[src/rtl/integrator_pkg.sv]
// integrator_pkg: shared defaults, mode encoding and clog2 for the integrate-and-dump slice
package integrator_pkg;
  localparam int DEF_WORD_LENGTH = 8;
  localparam int DEF_NUM_CH = 2;
  localparam int DEF_DUMP_LEN = 4;
  typedef enum logic {MODE_CONT = 1'b0, MODE_DUMP = 1'b1} mode_e;
  function automatic int clog2(input int v);
    int r;
    r = 0;
    while ((1 << r) < v) r++;
    return r;
  endfunction
endpackage

[src/rtl/integrator_lane.sv]
// integrator_lane: one channel accumulator with output register and optional saturation (INTEGRATOR_SAT_EN)
module integrator_lane
  import integrator_pkg::*;
#(
  parameter int WORD_LENGTH = DEF_WORD_LENGTH,
  parameter int ACC_LENGTH = DEF_WORD_LENGTH + clog2(DEF_DUMP_LEN)
) (
  input  logic                   clock,
  input  logic                   reset,
  input  logic                   clear,
  input  logic                   accept,
  input  logic                   dump,
  input  logic                   load,
  input  logic [WORD_LENGTH-1:0] sample,
  output logic [ACC_LENGTH-1:0]  sum,
  output logic                   sat
);
`ifdef INTEGRATOR_SAT_EN
  localparam int RW = ACC_LENGTH + 1;
  logic sat_q, sat_d;
`else
  localparam int RW = ACC_LENGTH;
`endif
  logic [RW-1:0] raw;
  logic [ACC_LENGTH-1:0] acc_q, acc_d, sum_q, sum_d, next_sum;
  always_comb begin
    raw = RW'(acc_q) + RW'(sample);
`ifdef INTEGRATOR_SAT_EN
    next_sum = raw[ACC_LENGTH] ? '1 : raw[ACC_LENGTH-1:0];
    sat_d = sat_q | (accept & raw[ACC_LENGTH]);
`else
    next_sum = raw[ACC_LENGTH-1:0];
`endif
    acc_d = (clear || (accept && dump)) ? '0 : accept ? next_sum : acc_q;
    sum_d = load ? next_sum : sum_q;
  end
  always_ff @(posedge clock) begin
    if (reset) begin
      acc_q <= '0;
      sum_q <= '0;
`ifdef INTEGRATOR_SAT_EN
      sat_q <= 1'b0;
`endif
    end else begin
      acc_q <= acc_d;
      sum_q <= sum_d;
`ifdef INTEGRATOR_SAT_EN
      sat_q <= sat_d;
`endif
    end
  end
  assign sum = sum_q;
`ifdef INTEGRATOR_SAT_EN
  assign sat = sat_q;
`else
  assign sat = 1'b0;
`endif
endmodule

[src/rtl/integrator_dump_mc.sv]
// integrator_dump_mc: multi-channel integrate-and-dump / continuous integrator; INTEGRATOR_SAT_EN enables saturation
module integrator_dump_mc
  import integrator_pkg::*;
#(
  parameter int WORD_LENGTH = DEF_WORD_LENGTH,
  parameter int NUM_CH = DEF_NUM_CH,
  parameter int DUMP_LEN = DEF_DUMP_LEN,
  parameter int ACC_LENGTH = WORD_LENGTH + clog2(DUMP_LEN)
) (
  input  logic                         clock,
  input  logic                         reset,
  input  logic [NUM_CH*WORD_LENGTH-1:0] data_in,
  input  logic                         in_valid,
  input  logic                         hold,
  input  logic                         dump_mode,
  output logic [NUM_CH*ACC_LENGTH-1:0] data_out,
  output logic                         out_valid,
  output logic [NUM_CH-1:0]            sat_flag
);
  localparam int CW = clog2(DUMP_LEN);
  mode_e mode, prev_q;
  logic [CW-1:0] cnt_q, cnt_d;
  logic mode_chg, accept, last, load, out_valid_q, out_valid_d;
  always_comb begin
    mode = mode_e'(dump_mode);
    mode_chg = mode != prev_q;
    accept = in_valid && !hold && !mode_chg;
    last = (mode == MODE_DUMP) && (cnt_q == CW'(DUMP_LEN - 1));
    load = accept && ((mode == MODE_CONT) || last);
    cnt_d = (mode_chg || (accept && last)) ? '0 : (accept && mode == MODE_DUMP) ? cnt_q + 1'b1 : cnt_q;
    out_valid_d = load;
  end
  // mode is tracked every edge so a change is seen even across hold or reset
  always_ff @(posedge clock) begin
    prev_q <= mode;
    if (reset) begin
      cnt_q <= '0;
      out_valid_q <= 1'b0;
    end else begin
      cnt_q <= cnt_d;
      out_valid_q <= out_valid_d;
    end
  end
  assign out_valid = out_valid_q;
  for (genvar c = 0; c < NUM_CH; c++) begin : g_lane
    integrator_lane #(.WORD_LENGTH(WORD_LENGTH), .ACC_LENGTH(ACC_LENGTH)) u_lane (
      .clock (clock),
      .reset (reset),
      .clear (mode_chg),
      .accept(accept),
      .dump  (last),
      .load  (load),
      .sample(data_in[c*WORD_LENGTH +: WORD_LENGTH]),
      .sum   (data_out[c*ACC_LENGTH +: ACC_LENGTH]),
      .sat   (sat_flag[c])
    );
  end
endmodule

[config.mk]
export PLATFORM = sky130hd
export DESIGN_NAME = integrator_dump_mc
export DESIGN_NICKNAME = d
export VERILOG_FILES = /design/src/rtl/integrator_pkg.sv /design/src/rtl/integrator_lane.sv /design/src/rtl/integrator_dump_mc.sv
export SDC_FILE = /design/constraint.sdc
export NUM_CORES = 1
export LEC_CHECK = 0
export ABC_AREA = 1
export CAP_MARGIN = 10
export CORE_MARGIN = 2
export CORE_UTILIZATION = 52
export DETAILED_ROUTE_END_ITERATION = 10
export GPL_ROUTABILITY_DRIVEN = 0
export GPL_TIMING_DRIVEN = 0
export PLACE_DENSITY_LB_ADDON = 0.1
export SLEW_MARGIN = 20
export SYNTH_ARGS = -nofsm -noshare
export SYNTH_HDL_FRONTEND = slang
export SYNTH_SLANG_ARGS = --single-unit
[constraint.sdc]
create_clock -name clock -period 3.2 [get_ports clock]
set_input_delay 0.48 -clock clock [delete_from_list [all_inputs] [get_ports clock]]
set_output_delay 0.48 -clock clock [all_outputs]
set_load 0.005 [all_outputs]
=== Word-level counts from Yosys, hierarchy flattened ===
Index checks and enable logic that the tools add are counted.

* Flip-flop bits (word level): 44
* Input port bits: 21
* Output and inout port bits: 23

* Add/subtract/negate cells: 3
* Equal/unequal tests: 2
* Bitwise operators: 1
* Reductions and logical operators: 11

{| class="wikitable"
|+ Operators with widths
! cell !! count
|-
| adder 10 x 8 -> 10 bit || 2
|-
| logical AND 1 bit || 6
|-
| adder 2 x 1 -> 2 bit, second input constant || 1
|-
| equality test 2 bit, second input constant || 1
|-
| logical NOT 1 bit || 2
|-
| logical OR 1 bit || 2
|-
| OR reduction 2 bit || 1
|-
| != test 1 bit || 1
|-
| NOT 1 bit || 1
|}

=== Logic depth before layout (Yosys ltp) ===
* Word-level depth: 6
* Gate-level depth with buffers: 11

=== By module ===
Synthesis repeated with hierarchy kept, for this count alone.

* Cells, all modules: 428
* Area total of the unflattened synthesis: 2731.4 µm²

{| class="wikitable"
|+ Modules (own cells, without submodules)
! module !! times used !! cells each !! area each (µm²) !! seq. area each (µm²)
|-
| integrator_lane || 2 || 193 || 1233.7 || 400.4
|-
| integrator_dump_mc || 1 || 42 || 264.0 || 80.1
|}

=== Worst setup path before layout ===
Ideal clock, no wire load.

* Path type: in2reg
* Start point: input port data_in[0]
* End point: register g_lane[0].u_lane.acc_q[6]
* Setup time: 0.109 ns
* Arrival: 1.737 ns
* Data required time: 3.091 ns
* Path slack: 1.354 ns
* Cell stages on the path: 9
* Buffers on the path: 0
* Cell sequence: ha_1 > inv_1 > fa_1 > o21ai_0 > nand2_1 > nand3_1 > nand3_1 > nand2_1 > inv_1

* Word-level cells in the longest chain between the ends: 1

{| class="wikitable"
|+ RTL lines
! item !! RTL line !! text
|-
| start: declaration || integrator_dump_mc.sv:12 || <nowiki>input logic [NUM_CH*WORD_LENGTH-1:0] data_in,</nowiki>
|-
| adder 10 x 8 -> 10 bit || integrator_lane.sv:27 || <nowiki>raw = RW'(acc_q) + RW'(sample);</nowiki>
|-
| end signal: assignment || integrator_lane.sv:39 || <nowiki>acc_q <= '0;</nowiki>
|-
| end signal: assignment || integrator_lane.sv:45 || <nowiki>acc_q <= acc_d;</nowiki>
|-
| end: declaration || integrator_lane.sv:25 || <nowiki>logic [ACC_LENGTH-1:0] acc_q, acc_d, sum_q, sum_d, next_sum;</nowiki>
|}

Every way passes these cells.
A chain may end at the register's enable or synchronous reset.

=== Worst setup path in the final report ===
* Start point: input port data_in[0]
* End point: register g_lane[0].u_lane.sum_q[6]

* Word-level cells in the longest chain between the ends: 1

{| class="wikitable"
|+ RTL lines
! item !! RTL line !! text
|-
| adder 10 x 8 -> 10 bit || integrator_lane.sv:27 ||
|-
| end signal: assignment || integrator_lane.sv:46 || <nowiki>sum_q <= sum_d;</nowiki>
|-
| end: declaration || integrator_lane.sv:25 ||
|}

Every way passes these cells.

==> summary.txt <==
Crit path DAT: 2.47 ns
Reg2Reg Setup Slack: 1.24 ns
P&R area growth vs syn: 23.74%
Worst-path cell chain: clkdlybuf4s50_1 > ha_1 > inv_1 > fa_1 > o21ai_0 > nand2_1 > nand3_1 > nand2_1 > nand2_1 > nand2_1
Critical Path Fanout Max: 3
Compound-Gate Fraction of Synth Area: 0.09254
Clock period minus worst slack: 2.255 ns
Drt first-iter violations: 96
First-pass GRT wire length: 9804 um
Power Dens Cells: 382.1 nW/um2
Post_cts resized: 0
Largest family of logic cells by synthesized area: simple AND/OR/NAND/NOR gates
Clk_skew: 0.01113 ns
Register bit total from synthesis: 44
Lkg Pwr: 0.001552 uW
Nets@finish: 468
Die Ht: 74.47 um
Register area: 880.8 um2
Largest net degree at the start of global routing: 16
FP Rows: 25
Post-CTS setup buffers: 0
Die Wd: 74.47 um
Async set or reset register ratio after synthesis: 0
Final period util: 0.7048
Worst slew margin: 0.6577
Synthesis Warnings: 0
CP Buf/Inv Count: 2
Synthesized cell area: 2582 um2
Vias in the first global route: 2289
Drt first pass iters: 4
DP Cell Count: 488
Synth Area in XOR/XNOR: 0.03004
Post-Synthesis Cells: 379
Num CTS Buffers: 5
Syn avg cell area: 6.814 um2
Vias per cell: 4.946
Clock tree buffer depth: 2
Finished Layout Cells: 496
Initial Util: 0.5432
Final Util: 0.6721
I/O pin cnt: 44
Post-synthesis adder-cell area fraction: 0.09787
Critical path launch point type: input pin
Final ANT Viol Nets: 0
Total number of vias: 2453
Post-synth EDFFs: 0
Slew @ Worst Pin: 0.5135 ns
Antenna violations before repair: 0
CP Capture Type: register
Synth Area in Simple Gates: 0.3333
Slowest Stage Delay on Critical Path: 0.46 ns
Total grt overflow: 0
Number of distinct library cells after synthesis: 33
Total GRT Usage: 0.2306
Mux cell area share after synthesis: 0
Max IR drop VDD: 0.2693 mV
Multi-input gate area: 1438 um2
Maxcap violations: 0
Final-layout fill cell count: 447
Max-slew violation count: 0
CTS sink cnt: 44
Worst-Skew Late Latency: 0.30 ns
Sequential element share of the synthesized area: 0.3411
Wire length per cell: 11.78 um
Worst Path Required: 3.41 ns
Die ar.: 5546 um2
Final Hold Fails: 0
H-tree levels: 2
Setup TNS: 0 ns
Unrepaired setup endpoints after global routing: false
Worst Hold Class: reg -> reg
Crit path max-delay cell type: clkdlybuf4s50_1
Crit path max-delay family: adder cells
CTS Hold Buffers Added: 0
Core ar.: 4755 um2
Hpwl dp: 4421 um
Crit Path Class: in -> reg
Cell mode on critical path: nand2_1
Top_reg_cell synth: dfxtp_1
Port-buffer cells: 41
CTS tree: built
Final setup fails: 0
Fraction of layout cells with a size suffix above 1: 0.06527
DRC violations left: 0
Clock tree root buffer cell: clkbuf_8
Drt total wl: 5843 um
FMAX: 443.4 MHz
Status: finished, final reports clean
Antenna cells: 0
Clock Pin Slew Worst Setup and Hold Paths: 0.09 ns
[through the flow]
step / hold WS (ns) / instance area, um2 / total power, uW / worst slack (ns)
finish: 0.4664 / 3196 / 1221 / 0.9445
global route: 0.4911 / 3196 / 1283 / 0.8024
CTS: 0.4673 / 3196 / 1230 / 0.9293
detailed placement: 0.4533 / 3080 / 787.7 / 0.6117
global placement: 0.4514 / 3080 / 784.1 / 0.5896
floorplan: 0.4439 / 2586 / 710.8 / 1.354
[placed cells by master (no fill, tap or decap), drive strengths merged]
cell and count:
bufinv 1, or2 1, inv 50, o21a 7, buf 11, nor2 50, xnor2 4, xor2 4
fa 2, a31oi 1, and2 2, nand2 109, nor3 1, nand3b 2, clkdlybuf4s50 41, conb 2
ha 17, clkinvlp 1, a21boi 2, clkbuf 6, dfxtp 44, nand4 2, o21bai 2, o21ai 10
nand3 37, a21oi 20
[routing by layer]
metal	vias up	GRT usage	routed length, um	share of wire
met5	-	0	0	0
met2	46	0.4218	2930	0.50
met4	0	0.06944	105	0.018
met1	1113	0.2730	2609	0.45
li1	1284	-	-	-
met3	10	0.04201	198	0.034
[flip-flops by register name, indices dropped and copies added, names as in the netlist]
name,count
cnt_q,2
g_lane.u_lane.acc_q,20
g_lane.u_lane.sum,20
out_valid,1
prev_q,1
[synth_stat cells (all sizes together), types with 2 or more instances]
library cell  count  area (um2)
nand3b            2       15.01
nand4             2       12.51
o21a              7       52.55
a21oi            20       100.1
nand3            37       185.2
o21ai            10       50.04
o21bai            2       15.01
ha               17       212.7
dfxtp            44       880.8
fa                2       40.04
nor2             50       205.2
xnor2             4       42.55
inv              49       183.9
and2              2       12.51
buf              11       80.07
nand2           109       419.2
a21boi            2       15.01
xor2              4       35.03
[report_power, final]
part	total [uW]	leakage, uW	switching (uW)	internal [uW]
Sequential	573	0.000357	9.55	564
Clock	445	0.0000548	210	235
Combinational	202	0.00114	110	92.5
Total	1220	0.00155	329	892
[final timing paths]
kind	start	cells after the start	end
hold reg to reg	g_lane[1].u_lane.sum[3]$_SDFFE_PP0P_	2	g_lane[1].u_lane.sum[3]$_SDFFE_PP0P_
hold / removal	g_lane[1].u_lane.sum[3]$_SDFFE_PP0P_	2	g_lane[1].u_lane.sum[3]$_SDFFE_PP0P_
setup reg to reg	g_lane[0].u_lane.acc_q[0]$_SDFFE_PP0P_	9	g_lane[0].u_lane.sum[6]$_SDFFE_PP0P_
setup / recovery	data_in[0]	10	g_lane[0].u_lane.sum[6]$_SDFFE_PP0P_
[cells by family after synthesis]
| family | count (synthesis) |
|---|---|
| buffers and inverters | 61 |
| adder cells (fa/ha/maj) | 19 |
| XOR/XNOR | 8 |
| other | 1 |
| AO/OA/AOI/OAI | 42 |
| flip-flops | 44 |
| AND/OR/NAND/NOR | 204 |
[layout make-up]
cell class	count	share of cell area
multi-input cells	275	0.4499
flip-flops and latches	44	0.2756
clock buffers	5	0.02153
well taps	67	0.02623
plain buffers	12	0.02623
inverters	49	0.05756
repair buffers	41	0.1284
clock inverters	3	0.01449
[worst register-to-register path, stage by stage (launching register included)]
cell	delay (ns)
dfxtp_1	0.34
ha_1	0.20
inv_1	0.08
fa_1	0.40
o21ai_0	0.40
nand2_1	0.13
nand3_1	0.11
nand2_1	0.09
nand2_1	0.06
nand2_1	0.04
(Power assumes the default switching activity.)
